**src/rtl/ifetch_pkg.sv**
```systemverilog
// Shared types and widths for the instruction fetch stage.
package ifetch_pkg;

  localparam int PC_W  = 64;
  localparam int BUS_W = 8;

  typedef enum logic [1:0] {
    IDLE = 2'd0,
    REQ  = 2'd1,
    HOLD = 2'd2
  } ifetch_state_t;

  function automatic logic [PC_W-1:0] pc_inc(input logic [PC_W-1:0] pc_val);
    return pc_val + PC_W'(1);
  endfunction

endpackage

```
**src/rtl/ifetch.sv**
```systemverilog
// Byte-serial instruction fetch: reads INSN_BYTES bytes from the 8-bit bus,
// packs them little-endian and hands the word downstream over valid/ready.
module ifetch
  import ifetch_pkg::*;
#(
  parameter int              INSN_BYTES = 4,
  parameter logic [PC_W-1:0] RESET_PC   = 64'h0
) (
  input  logic                    clk,
  input  logic                    reset,
  input  logic                    pc_inhibit,
  input  logic                    redirect_valid,
  input  logic [PC_W-1:0]         redirect_pc,
  output logic                    bus_req,
  output logic [PC_W-1:0]         bus_addr,
  input  logic                    bus_ack,
  input  logic [BUS_W-1:0]        bus_data_in,
  output logic                    insn_valid,
  output logic [8*INSN_BYTES-1:0] insn,
  output logic [PC_W-1:0]         insn_pc,
  input  logic                    insn_ready,
  output logic [PC_W-1:0]         pc
);

  localparam int CNT_W  = $clog2(INSN_BYTES);
  localparam int INSN_W = 8 * INSN_BYTES;

  ifetch_state_t     state_reg, state_next;
  logic [CNT_W-1:0]  cnt_reg, cnt_next;
  logic [PC_W-1:0]   pc_reg, pc_next;
  logic [PC_W-1:0]   bus_addr_reg, bus_addr_next;
  logic              bus_req_reg, bus_req_next;
  logic              insn_valid_reg, insn_valid_next;
  logic [INSN_W-1:0] insn_reg, insn_next;
  logic [PC_W-1:0]   insn_pc_reg, insn_pc_next;

  logic                  byte_take;
  logic                  last_lane;
  logic [INSN_BYTES-1:0] lane_we;

  // A byte is only kept when no redirect lands in the same cycle.
  assign byte_take = (state_reg == REQ) && bus_ack && !redirect_valid;
  assign last_lane = (cnt_reg == CNT_W'(INSN_BYTES - 1));

  generate
    for (genvar gi = 0; gi < INSN_BYTES; gi++) begin : g_lane
      assign lane_we[gi] = byte_take && (cnt_reg == CNT_W'(gi));
      assign insn_next[gi*8 +: 8] = lane_we[gi] ? bus_data_in : insn_reg[gi*8 +: 8];
    end
  endgenerate

  always_comb begin
    state_next      = state_reg;
    cnt_next        = cnt_reg;
    pc_next         = pc_reg;
    bus_addr_next   = bus_addr_reg;
    bus_req_next    = bus_req_reg;
    insn_valid_next = insn_valid_reg;
    insn_pc_next    = insn_pc_reg;

    case (state_reg)
      IDLE: begin
        if (!pc_inhibit) begin
          state_next    = REQ;
          bus_req_next  = 1'b1;
          bus_addr_next = pc_reg;
        end
      end
      REQ: begin
        if (bus_ack) begin
          pc_next       = pc_inc(pc_reg);
          bus_addr_next = pc_inc(pc_reg);
          if (last_lane) begin
            cnt_next        = '0;
            state_next      = HOLD;
            insn_valid_next = 1'b1;
            bus_req_next    = 1'b0;
          end else begin
            cnt_next = cnt_reg + CNT_W'(1);
          end
        end
      end
      HOLD: begin
        if (insn_valid_reg && insn_ready) begin
          insn_valid_next = 1'b0;
          insn_pc_next    = pc_reg;
          if (!pc_inhibit) begin
            state_next    = REQ;
            bus_req_next  = 1'b1;
            bus_addr_next = pc_reg;
          end else begin
            state_next = IDLE;
          end
        end
      end
      default: begin
        state_next   = IDLE;
        bus_req_next = 1'b0;
      end
    endcase

    // Redirect wins over everything, including an ack or handshake this cycle.
    if (redirect_valid) begin
      state_next      = IDLE;
      pc_next         = redirect_pc;
      bus_addr_next   = redirect_pc;
      insn_pc_next    = redirect_pc;
      cnt_next        = '0;
      insn_valid_next = 1'b0;
      bus_req_next    = 1'b0;
    end
  end

  always_ff @(posedge clk or posedge reset) begin
    if (reset) begin
      state_reg      <= IDLE;
      cnt_reg        <= '0;
      pc_reg         <= RESET_PC;
      bus_addr_reg   <= RESET_PC;
      bus_req_reg    <= 1'b0;
      insn_valid_reg <= 1'b0;
      insn_reg       <= '0;
      insn_pc_reg    <= RESET_PC;
    end else begin
      state_reg      <= state_next;
      cnt_reg        <= cnt_next;
      pc_reg         <= pc_next;
      bus_addr_reg   <= bus_addr_next;
      bus_req_reg    <= bus_req_next;
      insn_valid_reg <= insn_valid_next;
      insn_reg       <= insn_next;
      insn_pc_reg    <= insn_pc_next;
    end
  end

  assign bus_req    = bus_req_reg;
  assign bus_addr   = bus_addr_reg;
  assign insn_valid = insn_valid_reg;
  assign insn       = insn_reg;
  assign insn_pc    = insn_pc_reg;
  assign pc         = pc_reg;

endmodule

```
**config.mk**
```make
export PLATFORM = sky130hd
export DESIGN_NAME = ifetch
export DESIGN_NICKNAME = d
export VERILOG_FILES = /design/src/rtl/ifetch_pkg.sv /design/src/rtl/ifetch.sv
export SDC_FILE = /design/constraint.sdc
export NUM_CORES = 1
export LEC_CHECK = 0
export CAP_MARGIN = 30
export CORE_ASPECT_RATIO = 1.4
export CORE_MARGIN = 1
export CORE_UTILIZATION = 30
export CTS_BUF_LIST = sky130_fd_sc_hd__clkbuf_16
export CTS_CLUSTER_SIZE = 28
export DETAILED_ROUTE_END_ITERATION = 6
export REMOVE_ABC_BUFFERS = 1
export SYNTH_ARGS = -nofsm -noshare
export SYNTH_HDL_FRONTEND = slang
export SYNTH_SLANG_ARGS = --single-unit
```
**constraint.sdc**
```tcl
create_clock -name clk -period 16.8 [get_ports clk]
set_clock_uncertainty 0.2 [all_clocks]
set_input_delay 3.36 -clock clk [delete_from_list [all_inputs] [get_ports clk]]
set_output_delay 3.36 -clock clk [all_outputs]
set_load 0.005 [all_outputs]
```
==> results of run 1 <==
[per-stage QoR]
stage                     total power [mW]  utilization [%]  std cells
final                                 1.55             41.1       2077
after detailed placement              1.05             39.2       2025
after global routing                  1.62             41.1       2077
after CTS                             1.57             41.1       2072
after global placement                1.04             39.0       2022
after floorplan                      0.814                -       1179
[cells by family after synthesis]
family | Yosys count
buffers and inverters | 116
xor gates and xnor gates | 112
AOI/OAI and AO/OA | 275
DFF | 230
adders and majority gates | 5
muxes | 57
and+or+nand+nor | 493
[critical path, stage by stage]
cell and delay [ns]:
sky130_fd_sc_hd__clkdlybuf4s50_1 0.56, sky130_fd_sc_hd__and3b_1 0.64, sky130_fd_sc_hd__nand4_1 0.81, sky130_fd_sc_hd__nor2_1 0.56, sky130_fd_sc_hd__nand2_1 0.12, sky130_fd_sc_hd__xnor2_1 0.14, sky130_fd_sc_hd__o21ba_2 0.20
[power by group]
part	internal [mW]	switching (mW)	total, mW
clock	0.281	0.240	0.521
combinational	0.192	0.148	0.340
sequential	0.619	0.0750	0.694
total	1.09	0.463	1.55
[placed cells by master (no fill, tap or decap), types with 4 or more instances in the layout]
cell type	netlist	layout
sky130_fd_sc_hd__a21oi_1	68	68
sky130_fd_sc_hd__nor3_1	41	41
sky130_fd_sc_hd__ha_1	5	5
sky130_fd_sc_hd__o31a_1	5	5
sky130_fd_sc_hd__diode_2	0	4
sky130_fd_sc_hd__a221oi_1	18	18
sky130_fd_sc_hd__nor4_1	18	18
sky130_fd_sc_hd__a211oi_1	9	9
sky130_fd_sc_hd__dfrtp_1	230	230
sky130_fd_sc_hd__inv_1	7	10
sky130_fd_sc_hd__mux2_2	32	32
sky130_fd_sc_hd__nand2b_1	25	25
sky130_fd_sc_hd__or3_1	7	7
sky130_fd_sc_hd__nand3_1	35	35
sky130_fd_sc_hd__a21boi_0	35	35
sky130_fd_sc_hd__clkdlybuf4s50_1	0	302
sky130_fd_sc_hd__nor2_1	130	129
sky130_fd_sc_hd__and4_1	7	7
sky130_fd_sc_hd__xor2_1	38	38
sky130_fd_sc_hd__nand2_1	164	162
sky130_fd_sc_hd__a31oi_1	46	46
sky130_fd_sc_hd__o21a_1	6	6
sky130_fd_sc_hd__clkbuf_16	0	26
sky130_fd_sc_hd__and2_1	6	5
sky130_fd_sc_hd__xnor2_1	74	74
sky130_fd_sc_hd__and3_1	15	15
sky130_fd_sc_hd__nand4_1	28	28
sky130_fd_sc_hd__buf_4	4	13
sky130_fd_sc_hd__mux2i_1	25	25
sky130_fd_sc_hd__o21ai_0	46	46
sky130_fd_sc_hd__clkinv_1	0	9
sky130_fd_sc_hd__o31ai_1	14	14
sky130_fd_sc_hd__a21boi_1	6	6
sky130_fd_sc_hd__clkinv_2	0	5
[metal layers]
metal | up-vias | part of all wire, %
met4 | 0 | 5.6
met1 | 5478 | 38
met5 | - | 0
met2 | 427 | 50
met3 | 116 | 6.4
li1 | 4999 | -
[cell type report]
| type | instances | area (um2) | area share (%) |
|---|---|---|---|
| multi-input cells | 942 | 5780 | 35.7 |
| flip-flops and latches | 230 | 5760 | 35.5 |
| repair buffers | 319 | 3200 | 19.8 |
| well taps | 528 | 661 | 4.08 |
| clock buffers | 26 | 651 | 4.02 |
| clock inverters | 21 | 103 | 0.634 |
| inverters | 7 | 36.3 | 0.224 |
| diodes | 4 | 10.0 | 0.0618 |
[worst paths after layout]
path                                to  depth (start not counted)
hold reg to reg            bus_addr[1]                          2
setup reg to reg                pc[24]                          6
hold / removal             bus_addr[1]                          2
min in group asynchronous   insn_pc[3]                          2
max in group asynchronous       pc[57]                          5
setup / recovery                pc[24]                          7
==> run summary, run 1 <==
==========================================================================================
Final routed DRC violation total                                                         0
Number of clock sinks                                                                  230
Latest clock arrival within the worst-skew pair                                    0.55 ns
Simple-gate share of the synthesized area                                            19.5%
Met2 GRT Util                                                                        37.1%
Height of the die                                                                   239 um
Clock period minus final worst setup slack                                         6.15 ns
Final Instance Area                                                              16200 um2
Share of synthesized cell area in full adder, half adder and majority cells         0.521%
Worst R2R Start                                                               state_reg[1]
Initial detailed-routing violation count                                               768
Main flop type after synthesis                                                sky130_fd_sc_hd__dfrtp_1
# Post-CTS Setup Buffers                                                                 0
Fill cell total of the finished layout                                                3987
Data arrival, critical path                                                        6.39 ns
Worst setup EP type                                                               register
CP Launch Type                                                                  input port
Average size of a mapped cell                                                     9.32 um2
Global-route layer with the greatest usage                                            met2
GR met3 Demand/Resource                                                              3.96%
Share of synthesized area spent on multiplexers                                      5.09%
Top-Level Pins                                                                         304
Worst-path clk slew                                                                0.07 ns
Clock tree from TritonCTS                                                             done
Setup slack of the most critical reg-to-reg path                                  13.50 ns
Minimum setup slack in the final design                                           10.65 ns
Result of the run                                                             complete, no violations
Cell types occupying the most area after synthesis                            sky130_fd_sc_hd__dfrtp_1 48%, sky130_fd_sc_hd__xnor2_1 5.4%, sky130_fd_sc_hd__nand2_1 5.1%, sky130_fd_sc_hd__nor2_1 4.1%, sky130_fd_sc_hd__mux2_2 3.0%
Count of buffers inserted at the top-level ports                                       303
Type of the worst setup path                                                  input port to register
Worst Hold Class                                                              register to register
Effective utilization at floorplan                                                   30.5%
Dominant combinational cell family by area after synthesis                    simple AND/OR/NAND/NOR gates
Post-CTS Resized                                                                         0
Top cell type by total area after synthesis                                   sky130_fd_sc_hd__dfrtp_1
Antenna violations before repair                                                         4
Share of the synthesized area in compound gates (AO/OA/AOI/OAI)                      14.7%
Proportion of register bits with asynchronous set or reset after synthesis            100%
Final Hold Vio Count                                                                     0
Routability Congestion                                                               0.822
Max_slew headroom                                                                    35.0%
Number of vias per cell after detailed routing                                        5.31
Count of cell types in the netlist                                                      60
Max-cap violation count                                                                  0
Setup total negative slack                                                            0 ns
#FFs+latches synth                                                                     230
Number of instances in the synthesized netlist                                        1288
Largest net degree at the start of global routing                                       88
Slew at the pin with the worst max-slew slack                                     0.965 ns
Unrepaired setup endpoints after global routing                                         no
Maximum number of buffers from clock root to sink                                        3
Share of the synthesized area in the top cell type                                   48.0%
Die Width                                                                           171 um
CTS H-tree lvls                                                                          1
Detailed-route wire length                                                        44200 um
Part of the Yosys area used for sequential elements                                  48.0%
Source of the worst hold timing path                                           bus_addr[1]
Clock buffer count from CTS                                                             26
Number of enable flip-flop cells after synthesis                                         0
Routed Antenna Nets                                                                      0
Total die area                                                                   40800 um2
Area growth from synthesis to layout                                                 35.0%
Power density cells                                                            96.0 nW/um2
DR pass1 iterations                                                                      5
Static Leak                                                                        6.26 nW
Via count of the first global-routing pass                                           11000
Total congestion overflow after global routing                                           0
Count of final setup violators                                                           0
Synthesized cell area                                                            12000 um2
Post-Synth XOR/XNOR Area                                                             8.18%
Instance area after placement                                                    15400 um2
Data required time at the worst endpoint                                          17.04 ns
Highest net fanout along the worst path                                                 14
Max rail drop VDD                                                                0.0638 mV
Crit share post-route                                                                36.6%
Achievable frequency                                                             0.163 GHz
Met1 usage                                                                           24.9%
Hold-fix buffers at CTS                                                                  0
Worst slack after detailed placement                                              10.14 ns
GRT Overall Usage                                                                    21.5%
Area of the core                                                                 39400 um2
Core Rows                                                                               86
Final net count                                                                       1609
Via Count                                                                            11000
Routed length per placed instance                                                  21.3 um
Warnings, synthesis                                                                      0
Final count of pins violating max slew                                                   0
Worst slack on hold paths                                                         0.274 ns
Layout cell share with drive strength beyond 1                                       6.60%
Crit path launch                                                                   bus_ack
First-pass GRT wire length                                                        67100 um
Cell with the most instances after synthesis                                  sky130_fd_sc_hd__dfrtp_1
Root Buffer                                                                   sky130_fd_sc_hd__clkbuf_16
Synth cell count leaders                                                      230 x sky130_fd_sc_hd__dfrtp_1, 164 x sky130_fd_sc_hd__nand2_1, 130 x sky130_fd_sc_hd__nor2_1
Detailed-placement wirelength estimate                                            31800 um
==========================================================================================
No activity file was read; power rests on OpenSTA's default activity.
==> run 2, diff against run 1 <==
clock period = 5 ns   (was 16.8 ns; I/O delays follow)
==> run 2 against run 1 <==
- first-iteration DRC count grew 6.8%
- sequential share of layout area fell by 0.32 points
- core utilization up 0.38 points
- non-clock buffer count grew 5
- design area up 0.92%
- worst hold slack better by 0.0040 ns
==> run summary, run 2 (synthesis results as in run 1) <==
====================================================================================
Result of the run                                                       complete, no violations
Count of buffers inserted at the top-level ports                                 303   unchanged
Fill cell total of the finished layout                                          3960   -0.68%
Length in cells of the worst reg-to-reg path                                       6   unchanged
Max_slew headroom                                                              33.2%   -1.9 points
Highest net fanout along the worst path                                           35   +21
Maximum number of buffers from clock root to sink                                  3   unchanged
Crit share post-route                                                          68.6%
Worst-path clk slew                                                          0.06 ns   about the same
Cell-internal power                                                          3.91 mW   +260%
Worst setup EP type                                                         register
Top-Level Pins                                                                   304   unchanged
Effective utilization at floorplan                                             30.5%   unchanged
Slowest library cell on the worst path                                  sky130_fd_sc_hd__and2_2
Final Hold Vio Count                                                               0   unchanged
Latest clock arrival within the worst-skew pair                              0.55 ns   about the same
Unrepaired setup endpoints after global routing                                   no
Clock network fraction of total power                                          36.9%   +3.4 points
Delay of the slowest critical-path stage                                     0.63 ns   -0.18 ns
GRT Overall Usage                                                              21.6%   +0.041 points
Clock buffer count from CTS                                                       27   +3.8%
Detailed-placement wirelength estimate                                      31800 um   +0.21%
Final count of pins violating max slew                                             0   unchanged
Height of the die                                                             239 um   unchanged
Data required time at the worst endpoint                                     5.24 ns   -11.80 ns
Total die area                                                             40800 um2   unchanged
Initial detailed-routing violation count                                         820   +6.8%
Number of clock sinks                                                            230   unchanged
Setup slack of the most critical reg-to-reg path                             1.74 ns   -11.76 ns
Via Count                                                                      10900   -1.2%
Number of placed instances, taps included                                       2031   +0.30%
Power density cells                                                       337 nW/um2   +250%
Data arrival, critical path                                                  3.66 ns   -2.73 ns
Root Buffer                                                             sky130_fd_sc_hd__clkbuf_16
DR pass1 iterations                                                                5   unchanged
Max-cap violation count                                                            0   unchanged
Most common library cell in the layout ignoring fill and taps           sky130_fd_sc_hd__clkdlybuf4s50_1
Final routed DRC violation total                                                   0   unchanged
Slew at the pin with the worst max-slew slack                               0.993 ns   +0.0279 ns
Routed Antenna Nets                                                                0   unchanged
Static Leak                                                                  6.31 nW   +0.69%
Post-CTS Resized                                                                   0   unchanged
Endpoint of the lowest-slack register-to-register path                        pc[61]
Switching share of power                                                       29.0%   -0.85 points
Worst R2R Start                                                               pc[15]
# Post-CTS Setup Buffers                                                           0   unchanged
Delay-heaviest family, CP                                               buffers and inverters
Clock tree from TritonCTS                                                       done
First-pass GRT wire length                                                  67000 um   about the same
Minimum setup slack in the final design                                      1.57 ns   -9.08 ns
Min-Delay Path Depth                                                               2   unchanged
Routability Congestion                                                         0.822   about the same
Via count of the first global-routing pass                                     11000   -0.24%
Count of final setup violators                                                     0   unchanged
Layout cell share with drive strength beyond 1                                 7.42%   +0.82 points
CP Launch Type                                                            input port
Number of vias per cell after detailed routing                                  5.23   -1.4%
Hold-fix buffers at CTS                                                            0   unchanged
Achievable frequency                                                       0.292 GHz
Routed length per placed instance                                            21.4 um   +0.39%
Worst slack after detailed placement                                        0.994 ns   -9.15 ns
Final cell count without fillers                                                2081   +0.19%
Antenna violations before repair                                                   3   -1
Area of the core                                                           39400 um2   unchanged
Switching component of the power                                             1.59 mW   +240%
Total congestion overflow after global routing                                     0   unchanged
Commonest cells after routing, fill and taps aside                      302 x sky130_fd_sc_hd__clkdlybuf4s50_1, 230 x sky130_fd_sc_hd__dfrtp_1, 162 x sky130_fd_sc_hd__nand2_1
Type of the worst setup path                                            input port to register
Portion of total power attributed to sequential cells                          42.2%   -2.4 points
CTS H-tree lvls                                                                    1   unchanged
Worst Hold Class                                                        register to register
Source of the worst hold timing path                                    bus_addr[15]
Detailed-route wire length                                                  44500 um   +0.58%
Combinational fraction of design power                                         20.9%   -1.0 points
Die Width                                                                     171 um   unchanged
Final net count                                                                 1615   +0.37%
Setup total negative slack                                                      0 ns   unchanged
Count of buffering cells on the critical path with inverters included              3   +2
Largest net degree at the start of global routing                                119   +35%
Clock period minus final worst setup slack                                   3.43 ns
Worst-case hold path end point                                          bus_addr[15]
List of cells traversed by the critical path                            clkdlybuf4s50_1 > and3b_1 > buf_4 > nor2_1 > and2_2 > buf_4 > a221oi_1 > a221oi_1
Max rail drop VDD                                                           0.297 mV   +370%
Core Rows                                                                         86   unchanged
Area growth from synthesis to layout                                           36.2%
====================================================================================
## run 2: layer usage
| metal | wire length [um] | GRT usage [%] | vias up |
|---|---|---|---|
| li1 | - | - | 5016 |
| met5 | 0 | 0 | - |
| met3 | 2580 | 3.48 | 90 |
| met1 | 17400 | 25.7 | 5408 |
| met2 | 22500 | 37.4 | 377 |
| met4 | 2080 | 10.5 | 0 |
## run 2: power by group through the flow
stage | Clock, mW | Combinational [mW] | Sequential, mW
6_report | 2.03 | 1.15 | 2.32
5_1_grt | 2.14 | 1.24 | 2.35
4_1_cts | 2.07 | 1.17 | 2.32
3_5_place_dp | 0 | 1.16 | 2.35
3_3_place_gp | 0 | 1.14 | 2.34
2_1_floorplan | 0 | 0.426 | 2.31
## run 2: layout make-up
| cell class | instances | area (um2) | share of cell area, % |
|---|---|---|---|
| Inverter | 7 | 36.3 | 0.222 |
| Tap cell | 528 | 661 | 4.04 |
| Clock buffer | 27 | 676 | 4.13 |
| Timing Repair Buffer | 324 | 3220 | 19.7 |
| Antenna cell | 3 | 7.51 | 0.0459 |
| Multi-Input combinational cell | 942 | 5780 | 35.3 |
| Clock inverter | 20 | 209 | 1.28 |
| Sequential cell | 230 | 5760 | 35.2 |
## run 2: through the flow
step | power [mW] | utilization, % | hold slack [ns] | cell area (um2)
after floorplan | 2.73 | - | 0.273 | 11500
after global placement | 3.49 | 39.2 | 0.262 | 15400
after detailed placement | 3.51 | 39.2 | 0.266 | 15400
after CTS | 5.56 | 41.5 | 0.279 | 16300
after global routing | 5.73 | 41.5 | 0.300 | 16300
final | 5.50 | 41.5 | 0.278 | 16300
## run 2: tightest hold or removal path: stages (launching register included)
cell	delay [ns]
sky130_fd_sc_hd__dfrtp_1	0.34
sky130_fd_sc_hd__nand2_1	0.05
sky130_fd_sc_hd__o31ai_1	0.05
## run 2: how the worst max path moves through the flow
stage | from | endpoint | slack (ns) | depth (start not counted)
after CTS | bus_ack | bus_addr[62] | 1.54 | 8
after global routing | bus_ack | bus_addr[62] | 1.40 | 8
after global placement | bus_ack | bus_addr[21] | 1.01 | 7
after detailed placement | bus_ack | bus_addr[62] | 0.99 | 8
after floorplan | reset | bus_addr[0] | -2.50 | 1
final | bus_ack | bus_addr[62] | 1.57 | 8
==> run 3, diff against run 2 <==
clock period = 3.3 ns   (was 5 ns; I/O delays follow)
==> run 3 against run 2 <==
- clock-buffer cell count down 2
- design area increased by 2.4%
- register-to-register slack got worse by 1.4 ns
- combinational power is 64% higher
- worst setup slack got worse by 1.2 ns
- sequential cell count did not move
- worst hold slack worse by 0.0046 ns
- largest cell class unchanged
==> run summary, run 3 (synthesis results as in run 1) <==
============================================================================
Largest net degree at the start of global routing                         96   -19%
Via Count                                                              11200   +2.7%
Global-route layer with the greatest usage                              met2
Area occupied by multi-input gates                                  5780 um2   unchanged
Detailed-placement wirelength estimate                              33200 um   +4.2%
Hold-fix buffers at CTS                                                    0   unchanged
Unrepaired setup endpoints after global routing                           no
Power density cells                                               492 nW/um2   +46%
Worst R2R Start                                                       pc[12]
Clock period minus final worst setup slack                           2.94 ns
Clock network fraction of total power                                  35.1%   -1.8 points
Data required time at the worst endpoint                             3.52 ns   -1.72 ns
List of cells traversed by the critical path                    and3_1 > buf_4 > and4_1 > nand4_1 > or4_1 > mux2i_1 > a21oi_1
Area growth from synthesis to layout                                   39.4%
Number of clock sinks                                                    230   unchanged
Root Buffer                                                     sky130_fd_sc_hd__clkbuf_16
Initial detailed-routing violation count                                 828   +0.98%
Highest net fanout along the worst path                                    8   -77%
Final routed DRC violation total                                           0   unchanged
Maximum number of buffers from clock root to sink                          3   unchanged
Length in cells of the worst reg-to-reg path                               7   +1
Number of placed instances, taps included                               2086   +2.7%
Type of the worst setup path                                    register to register
CP Launch Type                                                      register
Core occupancy in the finished layout                                  42.5%   +0.98 points
Area used by sequential logic in the layout                         5760 um2   unchanged
Combinational fraction of design power                                 23.0%   +2.1 points
Clock tree from TritonCTS                                               done
Count of buffers inserted at the top-level ports                         303   unchanged
Delay of the slowest critical-path stage                             0.66 ns   +0.03 ns
Worst setup EP type                                                 register
Min-Delay Path Depth                                                       2   unchanged
Endpoint of the lowest-slack register-to-register path          bus_addr[49]
Achievable frequency                                               0.340 GHz
Crit share post-route                                                  89.1%
Total die area                                                     40800 um2   unchanged
Minimum setup slack in the final design                             0.359 ns   -1.21 ns
Detailed-route wire length                                          45200 um   +1.5%
Final Hold Vio Count                                                       0   unchanged
Final net count                                                         1668   +3.3%
Count of final setup violators                                             0   unchanged
Instance area after placement                                      15900 um2   +2.9%
Met1 usage                                                             26.7%   +1.0 points
Setup total negative slack                                              0 ns   unchanged
Routability Congestion                                                 0.863   +5.0%
Source of the worst hold timing path                            bus_addr[19]
Final cell count without fillers                                        2136   +2.6%
Number of vias per cell after detailed routing                          5.23   about the same
Slowest library cell on the worst path                          sky130_fd_sc_hd__or4_1
GR met3 Demand/Resource                                                3.08%   -0.40 points
Slew at the pin with the worst max-slew slack                       0.534 ns   -0.459 ns
Final count of pins violating max slew                                     0   unchanged
Max-cap violation count                                                    0   unchanged
DR pass1 iterations                                                        5   unchanged
Worst-case hold path end point                                  bus_addr[19]
Met2 GRT Util                                                          37.4%   about the same
Portion of total power attributed to sequential cells                  41.9%   -0.3 points
Data arrival, critical path                                          3.16 ns   -0.50 ns
Cell-internal power                                                  5.88 mW   +50%
PnR Total Power                                                      8.24 mW   +50%
First-pass GRT wire length                                          68100 um   +1.6%
Via count of the first global-routing pass                             11200   +1.6%
Result of the run                                               complete, no violations
Final Instance Area                                                16700 um2   +2.4%
Routed length per placed instance                                    21.1 um   -1.1%
Fill cell total of the finished layout                                  3907   -1.3%
Most common library cell in the layout ignoring fill and taps   sky130_fd_sc_hd__clkdlybuf4s50_1
Core Rows                                                                 86   unchanged
Total congestion overflow after global routing                             0   unchanged
Switching share of power                                               28.7%   -0.30 points
Post-CTS Resized                                                           0   unchanged
Top-Level Pins                                                           304   unchanged
Clock buffer count from CTS                                               25   -7.4%
Worst slack after detailed placement                                0.235 ns   -0.759 ns
# Post-CTS Setup Buffers                                                   0   unchanged
Layout cell share with drive strength beyond 1                         10.3%   +2.9 points
Setup slack of the most critical reg-to-reg path                     0.36 ns   -1.38 ns
Area of the core                                                   39400 um2   unchanged
Worst Hold Class                                                register to register
Max_slew headroom                                                      64.1%   +31 points
Latest clock arrival within the worst-skew pair                      0.54 ns   about the same
Commonest cells after routing, fill and taps aside              302 x sky130_fd_sc_hd__clkdlybuf4s50_1, 230 x sky130_fd_sc_hd__dfrtp_1, 162 x sky130_fd_sc_hd__nand2_1
Die Width                                                             171 um   unchanged
Worst slack on hold paths                                           0.273 ns   -0.00464 ns
Max rail drop VDD                                                   0.317 mV   +6.7%
Static Leak                                                          6.58 nW   +4.4%
Effective utilization at floorplan                                     30.5%   unchanged
GRT Overall Usage                                                      21.9%   +0.33 points
Antenna violations before repair                                           5   +2
CTS H-tree lvls                                                            1   unchanged
Height of the die                                                     239 um   unchanged
Switching component of the power                                     2.36 mW   +48%
Routed Antenna Nets                                                        0   unchanged
Worst-path clk slew                                                  0.06 ns   about the same
============================================================================
==> run 3: cell count changes in the layout (fill, tap and decap cells not counted), sizes merged <==
cell,delta
clkinv,-1
inv,+5
clkbuf,-2
diode,+2
buf,+55
clkinvlp,-4
==> run 3: cell type report <==
cell class / instances / area share (%)
antenna: 5 / 0.0748
clock buffer: 25 / 3.74
clock inverter: 20 / 1.17
inverter: 7 / 0.217
multi-input combinational: 942 / 34.5
sequential: 230 / 34.4
tap: 528 / 3.95
timing repair buffer: 379 / 21.9
==> run 3: critical path: cells and delay by family, from the launching register on <==
family	cells	cell delay (ns)
buffers and inverters	1	0.20
AOI/OAI and AO/OA	1	0.09
and+or+nand+nor	4	1.70
muxes	1	0.15
DFF	1	0.48
==> run 3: layer usage <==
layer  routed length (um)  vias to the layer above
met3                 2640                       97
li1                     -                     5117
met5                    0                        -
met4                 2030                        0
met1                17700                     5538
met2                22800                      429
==> run 3: worst max-delay path by stage <==
stage / slack, ns / depth (start not counted) / to / from
detailed placement: 0.23 / 8 / bus_addr[51] / bus_ack
global placement: 0.34 / 8 / bus_addr[48] / bus_ack
finish: 0.36 / 7 / bus_addr[49] / pc[12]
global route: 0.22 / 7 / bus_addr[49] / pc[12]
floorplan: -3.86 / 1 / bus_addr[0] / reset
CTS: 0.39 / 7 / bus_addr[49] / pc[12]
==> run 3: power by group through the flow <==
stage | sequential [mW] | combinational (mW) | clock [mW]
2_1_floorplan | 3.50 | 0.646 | 0
6_report | 3.45 | 1.89 | 2.89
3_3_place_gp | 3.50 | 1.88 | 0
5_1_grt | 3.49 | 2.04 | 3.07
3_5_place_dp | 3.50 | 1.90 | 0
4_1_cts | 3.45 | 1.91 | 2.96
==> RTL edit: new RTL, flow settings as in run 3 <==
Re-encode `ifetch_state_t` (3 states) as one-hot, 3 bits wide.
--- a/src/rtl/ifetch_pkg.sv
+++ b/src/rtl/ifetch_pkg.sv
@@ -4,10 +4,10 @@
   localparam int PC_W  = 64;
   localparam int BUS_W = 8;
 
-  typedef enum logic [1:0] {
-    IDLE = 2'd0,
-    REQ  = 2'd1,
-    HOLD = 2'd2
+  typedef enum logic [2:0] {
+    IDLE = 3'b001,
+    REQ  = 3'b010,
+    HOLD = 3'b100
   } ifetch_state_t;
 
   function automatic logic [PC_W-1:0] pc_inc(input logic [PC_W-1:0] pc_val);
Formal check against the unedited RTL: no difference found for any inputs over 4 cycles, from zero or initial values and one cycle with reset high; so few cycles prove little.
==> RTL edit against run 3 <==
- power up 3.8%
- sequential cell count up 1
- synthesized cell count up 3.3%
- design area up 2.6%
- setup slack worse by 0.091 ns
- first-iteration DRC count down 13%
- wire length up 0.68%
- combinational power down 3%
- area after synthesis up 4.1%
- highest routed layer is now met5
==> RTL edit: results (changes against run 3) <==
* Crit path arrival time at 3.30 ns (+0.14 ns)
* Share of layout cells above drive strength 1 at 11.3% (+1.0 points)
* Max VDD drop at 0.000267 V (-16%)
* Initial antenna violation count at 2 (-3)
* DP Area at 16200 um2 (+2.1%)
* Dominant synthesized flop cell: dfrtp_1
* Reg clk slew, reported paths at 0.06 ns (about the same)
* Number of diodes at 0 (-5)
* Worst Hold Class: primary input to flop
* First DRT Iteration DRCs at 723 (-13%)
* Leakage at 6.73 nW (+2.3%)
* Vias in the first global route at 11200 (+0.49%)
* Crit-path max FO at 7 (-1)
* GR Util All Layers at 21.3% (-0.65 points)
* Synth top area cells: dfrtp_1, mux2_2, xnor2_1, mux2i_1, nor2_1
* Post-synth top cells: dfrtp_1, nor2_1, nand2_1
* Largest net degree at the start of global routing at 118 (+23%)
* I/O Buffers at 303 (unchanged)
* Htree depth at 1 (unchanged)
* Async S/R FF share, synth at 100% (unchanged)
* First-pass GRT wire length at 69700 um (+2.4%)
* Clock Latency Late Sink at approximately 0.55 ns
* GP Congestion at 0.841 (-2.6%)
* CTS Root Buffer Type: clkbuf_16
* Sequential area share after synthesis at 46.3% (-1.7 points)
* Post_cts resized at 0 (unchanged)
* Synth cell types at 63 (+5.0%)
* Longest Clk Path Bufs at 3 (unchanged)
* Outcome: finished, final reports clean
* Worst-Margin Slew at 0.689 ns (+0.155 ns)
* Final net count at 1680 (+0.72%)
* DPL Wire Length at 33300 um (+0.28%)
* Initial DRT Pass Iterations at 5 (unchanged)
* Avg Vias per Cell at 5.18 (-0.96%)
* Post-CTS setup buffers at 0 (unchanged)
* Ys Warns at 0 (unchanged)
* Total CTS buffers at 26 (+4.0%)
* DR WL/cell at 21.1 um (-0.30%)
RTL edit: cell types whose count changed after synthesis, moves of 16 or more:
cell / run 3 / this run
nand2_1: 164 / 125
buf_2: 9 / 25
a31oi_1: 46 / 11
a21oi_1: 68 / 95
mux2_2: 32 / 60
o21ai_0: 46 / 72
mux2i_1: 25 / 56
RTL edit: power breakdown:
part / internal, mW / total, mW / switching (mW)
combinational: 1.02 / 1.83 / 0.808
sequential: 3.16 / 3.51 / 0.348
clock: 1.95 / 3.21 / 1.26
RTL edit: metal layers:
layer / vias to the layer above / part of all wire, % / track usage [%]
met5: - / 0.029 / 0
met4: 2 / 2.7 / 6.42
met3: 76 / 6.4 / 3.73
met2: 419 / 52 / 38.7
met1: 5470 / 39 / 25.2
li1: 5216 / - / -
RTL edit: stage by stage:
step | std cells | power (mW) | worst slack (ns)
6_report | 2157 | 8.55 | 0.268
2_1_floorplan | 1210 | 4.19 | -5.29
3_5_place_dp | 2109 | 5.41 | -0.0160
4_1_cts | 2157 | 8.66 | 0.291
5_1_grt | 2157 | 8.93 | 0.0398
3_3_place_gp | 2109 | 5.38 | 0.107
RTL edit: layout make-up:
class,count,area [um2]
fill,4060,24000
clock buffer,27,676
timing repair buffer,359,3540
tap,540,676
multi-input combinational,969,6190
clock inverter,21,255
inverter,10,47.5
sequential,231,5780
RTL edit: worst max-delay path, cell delays in order, from the launching register on:
cell	delay, ns
dfrtp_1	0.50
ha_1	0.31
nand3_1	0.27
nor3_2	0.50
and4_1	0.36
nand3_1	0.14
or4_1	0.51
a31oi_1	0.17
RTL edit: path summary, 6_finish.rpt:
path | cells after the start | start | slack (ns) | to
max | 7 | pc[0]$_DFFE_PP0P_ | 0.27 | bus_addr[62]$_DFFE_PP0P_
min | 2 | redirect_valid | 0.27 | cnt_reg[0]$_DFFE_PP0P_
max reg2reg | 7 | pc[0]$_DFFE_PP0P_ | 0.27 | bus_addr[62]$_DFFE_PP0P_
min reg2reg | 2 | bus_addr[4]$_DFFE_PP0P_ | 0.28 | bus_addr[4]$_DFFE_PP0P_
max in group asynchronous | 3 | reset | 1.85 | state_reg[0]$_DFFE_PP1P_
min in group asynchronous | 2 | reset | 0.35 | pc[48]$_DFFE_PP0P_
RTL edit: kinds of logic (layout without fill, tap and decap cells):
kind of cell	count (synthesis)	in the layout	synth area share, %
xor gates and xnor gates	107	107	7.50
AOI/OAI and AO/OA	269	269	12.9
and+or+nand+nor	472	472	18.5
DFF	231	231	46.3
muxes	116	116	9.89
adders and majority gates	5	5	0.501
buffers and inverters	130	417	4.41
